$ cat config.mk
export PLATFORM = sky130hd
export DESIGN_NAME = calculate_k_and_error
export DESIGN_NICKNAME = d
export VERILOG_FILES = /design/src/rtl/calculate_k_and_error.sv
export SDC_FILE = /design/constraint.sdc
export NUM_CORES = 2
export LEC_CHECK = 0
export CAP_MARGIN = 20
export CORE_ASPECT_RATIO = 2
export CORE_MARGIN = 5
export CORE_UTILIZATION = 45
export DETAILED_ROUTE_END_ITERATION = 8
export GPL_TIMING_DRIVEN = 1
export REMOVE_ABC_BUFFERS = 1
export SLEW_MARGIN = 20
export SYNTH_ARGS = -nofsm -noshare
export SYNTH_HDL_FRONTEND = slang
export SYNTH_SLANG_ARGS = --single-unit
export TNS_END_PERCENT = 50
$ cat constraint.sdc
create_clock -name iClock -period 14.3 [get_ports iClock]
set_input_delay 2.86 -clock iClock [delete_from_list [all_inputs] [get_ports iClock]]
set_output_delay 2.86 -clock iClock [all_outputs]
set_load 0.01 [all_outputs]
$ cat src/rtl/calculate_k_and_error.sv
// calculate_k_and_error: one Levinson-Durbin step in float32.
//   k_(m+1) = -alpha_m / E_m,  E_(m+1) = E_m * (1 - k_(m+1)^2)
// Iterative 26-step restoring divider, then one shared truncating multiplier
// (used for k*k and for E*(1-k^2)) and a 1-x subtractor. All operations round
// toward zero and flush subnormals to +0.
// Optional feature: define CKAE_DIVZERO_FLAG_EN to add the oDivZero output.
module calculate_k_and_error #(
  parameter int unsigned LATENCY = 32
) (
  input  logic        iClock,
  input  logic        iReset,
  input  logic        iEnable,
  input  logic [31:0] iAlpham,
  input  logic [31:0] iErrorm,
  output logic [31:0] oKmp1,
  output logic [31:0] oErrormp1,
`ifdef CKAE_DIVZERO_FLAG_EN
  output logic        oDivZero,
`endif
  output logic        oDone
);

  // The datapath needs 30 edges (26 divide steps, normalise, square, subtract,
  // multiply); a smaller LATENCY is clamped to that floor.
  localparam logic [15:0] LAT_C = (LATENCY < 32'd30) ? 16'd30 : 16'(LATENCY);

  typedef enum logic [2:0] {
    ST_IDLE = 3'd0,
    ST_DIV  = 3'd1,
    ST_SQ   = 3'd2,
    ST_SUB  = 3'd3,
    ST_MUL  = 3'd4,
    ST_WAIT = 3'd5,
    ST_DONE = 3'd6
  } state_t;

  state_t      state_r;
  logic [15:0] cnt_r;       // index of the upcoming edge, counted from the start edge
  logic [4:0]  it_r;        // divide iterations completed
  logic [24:0] rem_r;       // partial remainder
  logic [25:0] quo_r;       // quotient bits, MSB is the integer bit
  logic [8:0]  alpha_se_r;  // alpha sign and exponent (mantissa only seeds rem_r)
  logic [31:0] err_r;
  logic [31:0] k_r;
  logic [30:0] sq_r;        // k*k, always non-negative
  logic [31:0] om_r;        // 1 - k*k
  logic [31:0] e_r;
`ifndef CKAE_DIVZERO_FLAG_EN
  logic        div_zero_r;
`endif

  logic [24:0] me_s;
  logic        div_ge_s;
  logic [24:0] rem_nxt_s;
  logic [31:0] mul_a_s;
  logic [31:0] mul_b_s;
  logic [31:0] mul_res_s;
  logic [31:0] k_nxt_s;
  logic [31:0] om_nxt_s;

  // Truncating float32 multiply; zero/subnormal operands or underflow give +0,
  // overflow gives the largest finite magnitude (toward zero).
  function automatic logic [31:0] fmul(input logic [31:0] a, input logic [31:0] b);
    logic        sgn;
    logic [47:0] prod;
    logic [9:0]  esum;
    logic [22:0] frac;
    logic [31:0] res;
    sgn  = a[31] ^ b[31];
    prod = {24'd0, 1'b1, a[22:0]} * {24'd0, 1'b1, b[22:0]};
    esum = {2'b00, a[30:23]} + {2'b00, b[30:23]} + {9'd0, prod[47]};
    frac = 23'((prod[47] ? prod : (prod << 1)) >> 24);
    if (a[30:23] == 8'd0 || b[30:23] == 8'd0 || esum <= 10'd127) begin
      res = 32'h0000_0000;
    end else if (esum >= 10'd382) begin
      res = {sgn, 31'h7F7F_FFFF};
    end else begin
      res = {sgn, 8'(esum - 10'd127), frac};
    end
    return res;
  endfunction

  // Pack the divider quotient into -alpha/E; a zero numerator or divisor gives +0.
  function automatic logic [31:0] fdiv_norm(input logic [8:0] a_se, input logic [8:0] e_se,
                                            input logic [25:0] quo);
    logic        sgn;
    logic [9:0]  top;
    logic [9:0]  bot;
    logic [22:0] frac;
    logic [31:0] res;
    sgn  = ~(a_se[8] ^ e_se[8]);
    top  = {2'b00, a_se[7:0]} + 10'd126 + {9'd0, quo[25]};
    bot  = {2'b00, e_se[7:0]};
    frac = 23'((quo[25] ? quo : (quo << 1)) >> 2);
    if (a_se[7:0] == 8'd0 || e_se[7:0] == 8'd0 || top <= bot) begin
      res = 32'h0000_0000;
    end else if (top >= bot + 10'd255) begin
      res = {sgn, 31'h7F7F_FFFF};
    end else begin
      res = {sgn, 8'(top - bot), frac};
    end
    return res;
  endfunction

  // 1.0 - x for non-negative x, exact in a 48-fraction-bit fixed-point window,
  // then truncated. Tiny x gives the float just below 1.0; huge x returns -x.
  function automatic logic [31:0] one_minus(input logic [30:0] x);
    logic [71:0] one_fx;
    logic [71:0] x_fx;
    logic [71:0] diff;
    logic [71:0] norm;
    logic        sgn;
    int          msb;
    logic [31:0] res;
    one_fx = 72'd1 << 48;
    x_fx   = 72'd0;
    diff   = 72'd0;
    norm   = 72'd0;
    sgn    = 1'b0;
    msb    = 0;
    if (x[30:23] == 8'd0) begin
      res = 32'h3F80_0000;
    end else if (x[30:23] < 8'd102) begin
      res = 32'h3F7F_FFFF;
    end else if (x[30:23] > 8'd150) begin
      res = {1'b1, x};
    end else begin
      x_fx = 72'({1'b1, x[22:0]}) << (x[30:23] - 8'd102);
      if (x_fx == one_fx) begin
        res = 32'h0000_0000;
      end else begin
        if (x_fx < one_fx) begin
          sgn  = 1'b0;
          diff = one_fx - x_fx;
        end else begin
          sgn  = 1'b1;
          diff = x_fx - one_fx;
        end
        for (int i = 0; i < 72; i++) begin
          if (diff[i]) msb = i;
          else         msb = msb;
        end
        // Any non-zero difference is at least 2^-24, so msb >= 24 here.
        norm = diff >> (msb - 23);
        res  = {sgn, 8'(msb + 79), 23'(norm)};
      end
    end
    return res;
  endfunction

  // Divider step, shared multiplier operand select and result packing.
  always_comb begin
    me_s      = {2'b01, err_r[22:0]};
    div_ge_s  = (rem_r >= me_s);
    rem_nxt_s = div_ge_s ? ((rem_r - me_s) << 1) : (rem_r << 1);
    mul_a_s   = (state_r == ST_SQ) ? k_r : err_r;
    mul_b_s   = (state_r == ST_SQ) ? k_r : om_r;
    mul_res_s = fmul(mul_a_s, mul_b_s);
    k_nxt_s   = fdiv_norm(alpha_se_r, err_r[31:23], quo_r);
    om_nxt_s  = one_minus(sq_r);
  end

`ifndef CKAE_DIVZERO_FLAG_EN
  // Without the flag port the divide-by-zero indication has no consumer; tie it off.
  always_comb begin
    div_zero_r = 1'b0;
  end
`define CKAE_DZ div_zero_r
`else
`define CKAE_DZ oDivZero
`endif

  // Control FSM with registered outputs; reset and a dropped iEnable abort.
  always_ff @(posedge iClock) begin
    if (!iReset) begin
      state_r    <= ST_IDLE;
      cnt_r      <= 16'd0;
      it_r       <= 5'd0;
      rem_r      <= 25'd0;
      quo_r      <= 26'd0;
      alpha_se_r <= 9'd0;
      err_r      <= 32'h0;
      k_r        <= 32'h0;
      sq_r       <= 31'h0;
      om_r       <= 32'h0;
      e_r        <= 32'h0;
      oKmp1      <= 32'h0;
      oErrormp1  <= 32'h0;
      oDone      <= 1'b0;
`ifdef CKAE_DIVZERO_FLAG_EN
      oDivZero   <= 1'b0;
`endif
    end else begin
      case (state_r)
        ST_IDLE: begin
          oDone <= 1'b0;
`ifdef CKAE_DIVZERO_FLAG_EN
          oDivZero <= 1'b0;
`endif
          if (iEnable) begin
            alpha_se_r <= iAlpham[31:23];
            err_r      <= iErrorm;
            rem_r      <= {2'b01, iAlpham[22:0]};
            quo_r      <= 26'd0;
            it_r       <= 5'd0;
            cnt_r      <= 16'd1;
            state_r    <= ST_DIV;
          end else begin
            state_r <= ST_IDLE;
          end
        end
        ST_DIV: begin
          if (!iEnable) begin
            state_r <= ST_IDLE;
          end else begin
            cnt_r <= cnt_r + 16'd1;
            if (it_r != 5'd26) begin
              rem_r <= rem_nxt_s;
              quo_r <= {quo_r[24:0], div_ge_s};
              it_r  <= it_r + 5'd1;
            end else begin
              k_r     <= k_nxt_s;
              state_r <= ST_SQ;
            end
          end
        end
        ST_SQ: begin
          if (!iEnable) begin
            state_r <= ST_IDLE;
          end else begin
            cnt_r   <= cnt_r + 16'd1;
            sq_r    <= mul_res_s[30:0];
            state_r <= ST_SUB;
          end
        end
        ST_SUB: begin
          if (!iEnable) begin
            state_r <= ST_IDLE;
          end else begin
            cnt_r   <= cnt_r + 16'd1;
            om_r    <= om_nxt_s;
            state_r <= ST_MUL;
          end
        end
        ST_MUL: begin
          if (!iEnable) begin
            state_r <= ST_IDLE;
          end else begin
            cnt_r <= cnt_r + 16'd1;
            e_r   <= mul_res_s;
            if (cnt_r >= LAT_C) begin
              oKmp1     <= k_r;
              oErrormp1 <= mul_res_s;
              oDone     <= 1'b1;
`ifdef CKAE_DIVZERO_FLAG_EN
              oDivZero  <= (err_r[30:23] == 8'd0);
`endif
              state_r   <= ST_DONE;
            end else begin
              state_r <= ST_WAIT;
            end
          end
        end
        ST_WAIT: begin
          if (!iEnable) begin
            state_r <= ST_IDLE;
          end else if (cnt_r >= LAT_C) begin
            oKmp1     <= k_r;
            oErrormp1 <= e_r;
            oDone     <= 1'b1;
`ifdef CKAE_DIVZERO_FLAG_EN
            oDivZero  <= (err_r[30:23] == 8'd0);
`endif
            state_r   <= ST_DONE;
          end else begin
            cnt_r <= cnt_r + 16'd1;
          end
        end
        ST_DONE: begin
          if (!iEnable) begin
            oDone   <= 1'b0;
`ifdef CKAE_DIVZERO_FLAG_EN
            oDivZero <= 1'b0;
`endif
            state_r <= ST_IDLE;
          end else begin
            state_r <= ST_DONE;
          end
        end
        default: begin
          oDone   <= 1'b0;
          state_r <= ST_IDLE;
        end
      endcase
    end
  end

`undef CKAE_DZ

endmodule

==> flow_metrics.env <==
export IMPL_status="completed"
export IMPL_first_pass_iters=8
export IMPL_ff2ff_setup_slack_ns=1.07
export IMPL_skew_ns=0.0335
export IMPL_routedWlPerCell_um=30.0
export IMPL_reg2reg_to="e_r[1]$_SDFFE_PN0P_"
export IMPL_ys_warn_count=0
export IMPL_synth_avg_cell_area_um2=7.71
export IMPL_maxCapViolCount=0
export IMPL_clk_pin_slew_worst_paths_ns=0.08
export IMPL_grt_overflow_total=0
export IMPL_synth_xor_area_share_pct=2.82
export IMPL_path_max_fanout=36
export IMPL_avgViaCountPerCell=6.26
export IMPL_cpPeakStageDelay_ns=0.83
export IMPL_grt_pass1_wl_um=310000
export IMPL_finalCriticalPeriod_ns=13.23
export IMPL_yosysUniqueCellTypes=114
export IMPL_slew_headroom_pct=11.6
export IMPL_cts_repair_resized=0
export IMPL_h_tree_depth=1
export IMPL_final_cell_mix="nand2_1, inv_1, nor2_1"
export IMPL_core_um2=98700
export IMPL_synthAdderAreaFrac_pct=28.2
export IMPL_max_freq_mhz=75.6
export IMPL_grt_max_degree=88
export IMPL_clock_path_buffers=3
export IMPL_r2r_start="state_r[2]$_SDFFE_PN0P_"
export IMPL_finalWeightedCongestion=1.12
export IMPL_ctsHoldBuffers=0
export IMPL_instances_no_fill=7159
export IMPL_fin_nets=6594
export IMPL_finalCoreUtilization_pct=49.7
export IMPL_synthMuxAreaShare_pct=6.35
export IMPL_hp_class="reg -> reg"
export IMPL_antenna_left=0
export IMPL_die_area_um2=106000
export IMPL_setup_tns_ns=0
export IMPL_antenna_found_initial=8
export IMPL_io_pins=132
export IMPL_arrival_ns=13.76
export IMPL_cts_tree="built"
export IMPL_p_leak_nw=21.3
export IMPL_drt_total_wl_um=215000
export IMPL_cts_buffers=28
export IMPL_critPathKind="reg -> reg"
export IMPL_fin_crit_sh_pct=92.5
export IMPL_ys_ff_latch=308
export IMPL_finalHoldViolCount=0
export IMPL_finalSetupViolCount=0
export IMPL_synthSimpleGateAreaFrac_pct=21.1
export IMPL_cts_root_buf="clkbuf_16"
export IMPL_start_util_pct=45.3
export IMPL_synth_compound_area_share_pct=19.1
export IMPL_cts_sinks=308
export IMPL_async_reset_ff_share_pct=0
export IMPL_vdd_drop_max_uv=97.5
export IMPL_worstRegToRegCells=46
export IMPL_vias=44839
export IMPL_first_global_vias=45828
export IMPL_dieHeight_um=456
export IMPL_min_to="oKmp1[26]$_SDFFE_PN0P_"
export IMPL_drtIter0Drc=3706
export IMPL_fin_area_um2=49100
export IMPL_worstPathRequired_ns=14.83
export IMPL_drive_gt1_share_pct=8.18
export IMPL_ys_seq_area_share_pct=13.8
export IMPL_synth_area_um2=44700
export IMPL_hold_depth=2
export IMPL_area_growth_pct=9.73
export IMPL_slew_violations=0
export IMPL_synth_top_family_by_area="adder cells"
export IMPL_die_x_um=233
export IMPL_clock_latency_ns=0.62
export IMPL_worst_hold_startpoint="oKmp1[26]$_SDFFE_PN0P_"
export IMPL_rows=163
export IMPL_syn_instance_count=5797
export IMPL_rsz0062_at_grt="false"
export IMPL_numPlacedInstances=7096
export IMPL_power_density_nw_per_um2=42.9
export IMPL_tightestPinTransition_ns=1.32
export IMPL_cts_setup_buffers=0
export IMPL_crit_slowest_cell="or3b_2"
export IMPL_layout_commonest_cell="nand2_1"
export IMPL_drc=0
export IMPL_synth_main_ff_cell="dfxtp_1"
export IMPL_hpwl_um=175000
export IMPL_cp_common_cell="fa_1"
export IMPL_gr_usage_all_layers_pct=39.7
export IMPL_worstSetupEndpointType="flip-flop"
export IMPL_portBuffers=131
export IMPL_start_kind="flip-flop"
export IMPL_synth_edf_count=0
export IMPL_place_area_um2=48000
-- metrics by stage --
stage               power (mW)  hold WS [ns]  worst slack (ns)
CTS                       2.11         0.458              1.10
floorplan                 1.14         0.425             -1.45
finish                    2.10         0.457              1.07
global route              2.18         0.468             0.243
global placement          1.28         0.434              1.23
detailed placement        1.28         0.443              1.16
-- metal layers --
| metal | track usage [%] | wire [um] | vias up |
|---|---|---|---|
| met2 | 70.4 | 108000 | 2094 |
| li1 | - | - | 19750 |
| met4 | 43.8 | 32100 | 4 |
| met3 | 8.05 | 13300 | 1003 |
| met5 | 0 | 33 | - |
| met1 | 34.4 | 61100 | 21988 |
-- cells in the mapped netlist, drive strengths merged (50+ instances only) --
| master | number | area (um2) |
|---|---|---|
| nand2 | 960 | 3610 |
| nor3 | 101 | 531 |
| dfxtp | 308 | 6170 |
| mux2 | 62 | 698 |
| nor2 | 563 | 2120 |
| a31oi | 51 | 353 |
| xor2 | 55 | 489 |
| buf | 85 | 462 |
| o21ai | 286 | 1450 |
| nand3 | 134 | 676 |
| inv | 628 | 2360 |
| a21oi | 380 | 1920 |
| a211oi | 58 | 445 |
| xnor2 | 87 | 769 |
| o22ai | 50 | 327 |
| a21o | 52 | 390 |
| mux2i | 106 | 1080 |
| and2 | 54 | 338 |
| ha | 232 | 2900 |
| fa | 485 | 9710 |
| clkbuf | 258 | 968 |
| o211ai | 52 | 395 |
-- state kept, by name, summed over array words and instances (netlist names) --
| signal | flops |
|---|---|
| cnt_r | 16 |
| alpha_se_r | 9 |
| oDone | 1 |
| state_r | 3 |
| rem_r | 25 |
| err_r | 32 |
| sq_r | 31 |
| oErrormp1 | 32 |
| om_r | 32 |
| oKmp1 | 32 |
| k_r | 32 |
| quo_r | 26 |
| e_r | 32 |
| it_r | 5 |
-- final cells by class --
| type | instances | area (um2) |
|---|---|---|
| Antenna cell | 8 | 20.0 |
| Tap cell | 1320 | 1650 |
| Multi-Input combinational cell | 4507 | 35000 |
| Inverter | 639 | 2410 |
| Clock buffer | 36 | 781 |
| Clock inverter | 15 | 209 |
| Sequential cell | 308 | 6170 |
| Fill cell | 10013 | 49700 |
| Timing Repair Buffer | 326 | 2840 |
-- where the power goes --
part | leakage [nW] | switching, mW | internal [mW] | total (mW)
sequential | 2.49 | 0.0198 | 0.870 | 0.890
combinational | 18.3 | 0.236 | 0.140 | 0.376
clock | 0.487 | 0.388 | 0.450 | 0.837
total | 21.3 | 0.644 | 1.46 | 2.10
-- worst max-delay path by stage --
stage	cells past startpoint	start	end	slack [ns]
floorplan	42	state_r[1]$_SDFFE_PN0P_	oErrormp1[11]$_SDFFE_PN0P_	-1.45
global placement	43	state_r[2]$_SDFFE_PN0P_	e_r[1]$_SDFFE_PN0P_	1.23
detailed placement	46	state_r[2]$_SDFFE_PN0P_	e_r[1]$_SDFFE_PN0P_	1.16
CTS	46	state_r[2]$_SDFFE_PN0P_	e_r[1]$_SDFFE_PN0P_	1.10
global route	47	state_r[1]$_SDFFE_PN0P_	oErrormp1[2]$_SDFFE_PN0P_	0.24
finish	46	state_r[2]$_SDFFE_PN0P_	e_r[1]$_SDFFE_PN0P_	1.07
-- kinds of logic after synthesis --
group	after synthesis
buffers and inverters	982
adder cells (fa/ha/maj)	717
flip-flops	308
AND/OR/NAND/NOR	2126
XOR/XNOR	142
AO/OA/AOI/OAI	1307
multiplexers	215
-- critical path: cells and delay by family, from the launching register on --
| family | cells | cell delay [ns] |
|---|---|---|
| adders and majority gates | 10 | 4.23 |
| and+or+nand+nor | 15 | 3.87 |
| AOI/OAI and AO/OA | 12 | 2.36 |
| buffers and inverters | 7 | 1.50 |
| DFF | 1 | 0.68 |
| muxes | 1 | 0.22 |
| xor gates and xnor gates | 1 | 0.21 |
No activity file was read; power rests on OpenSTA's default activity.
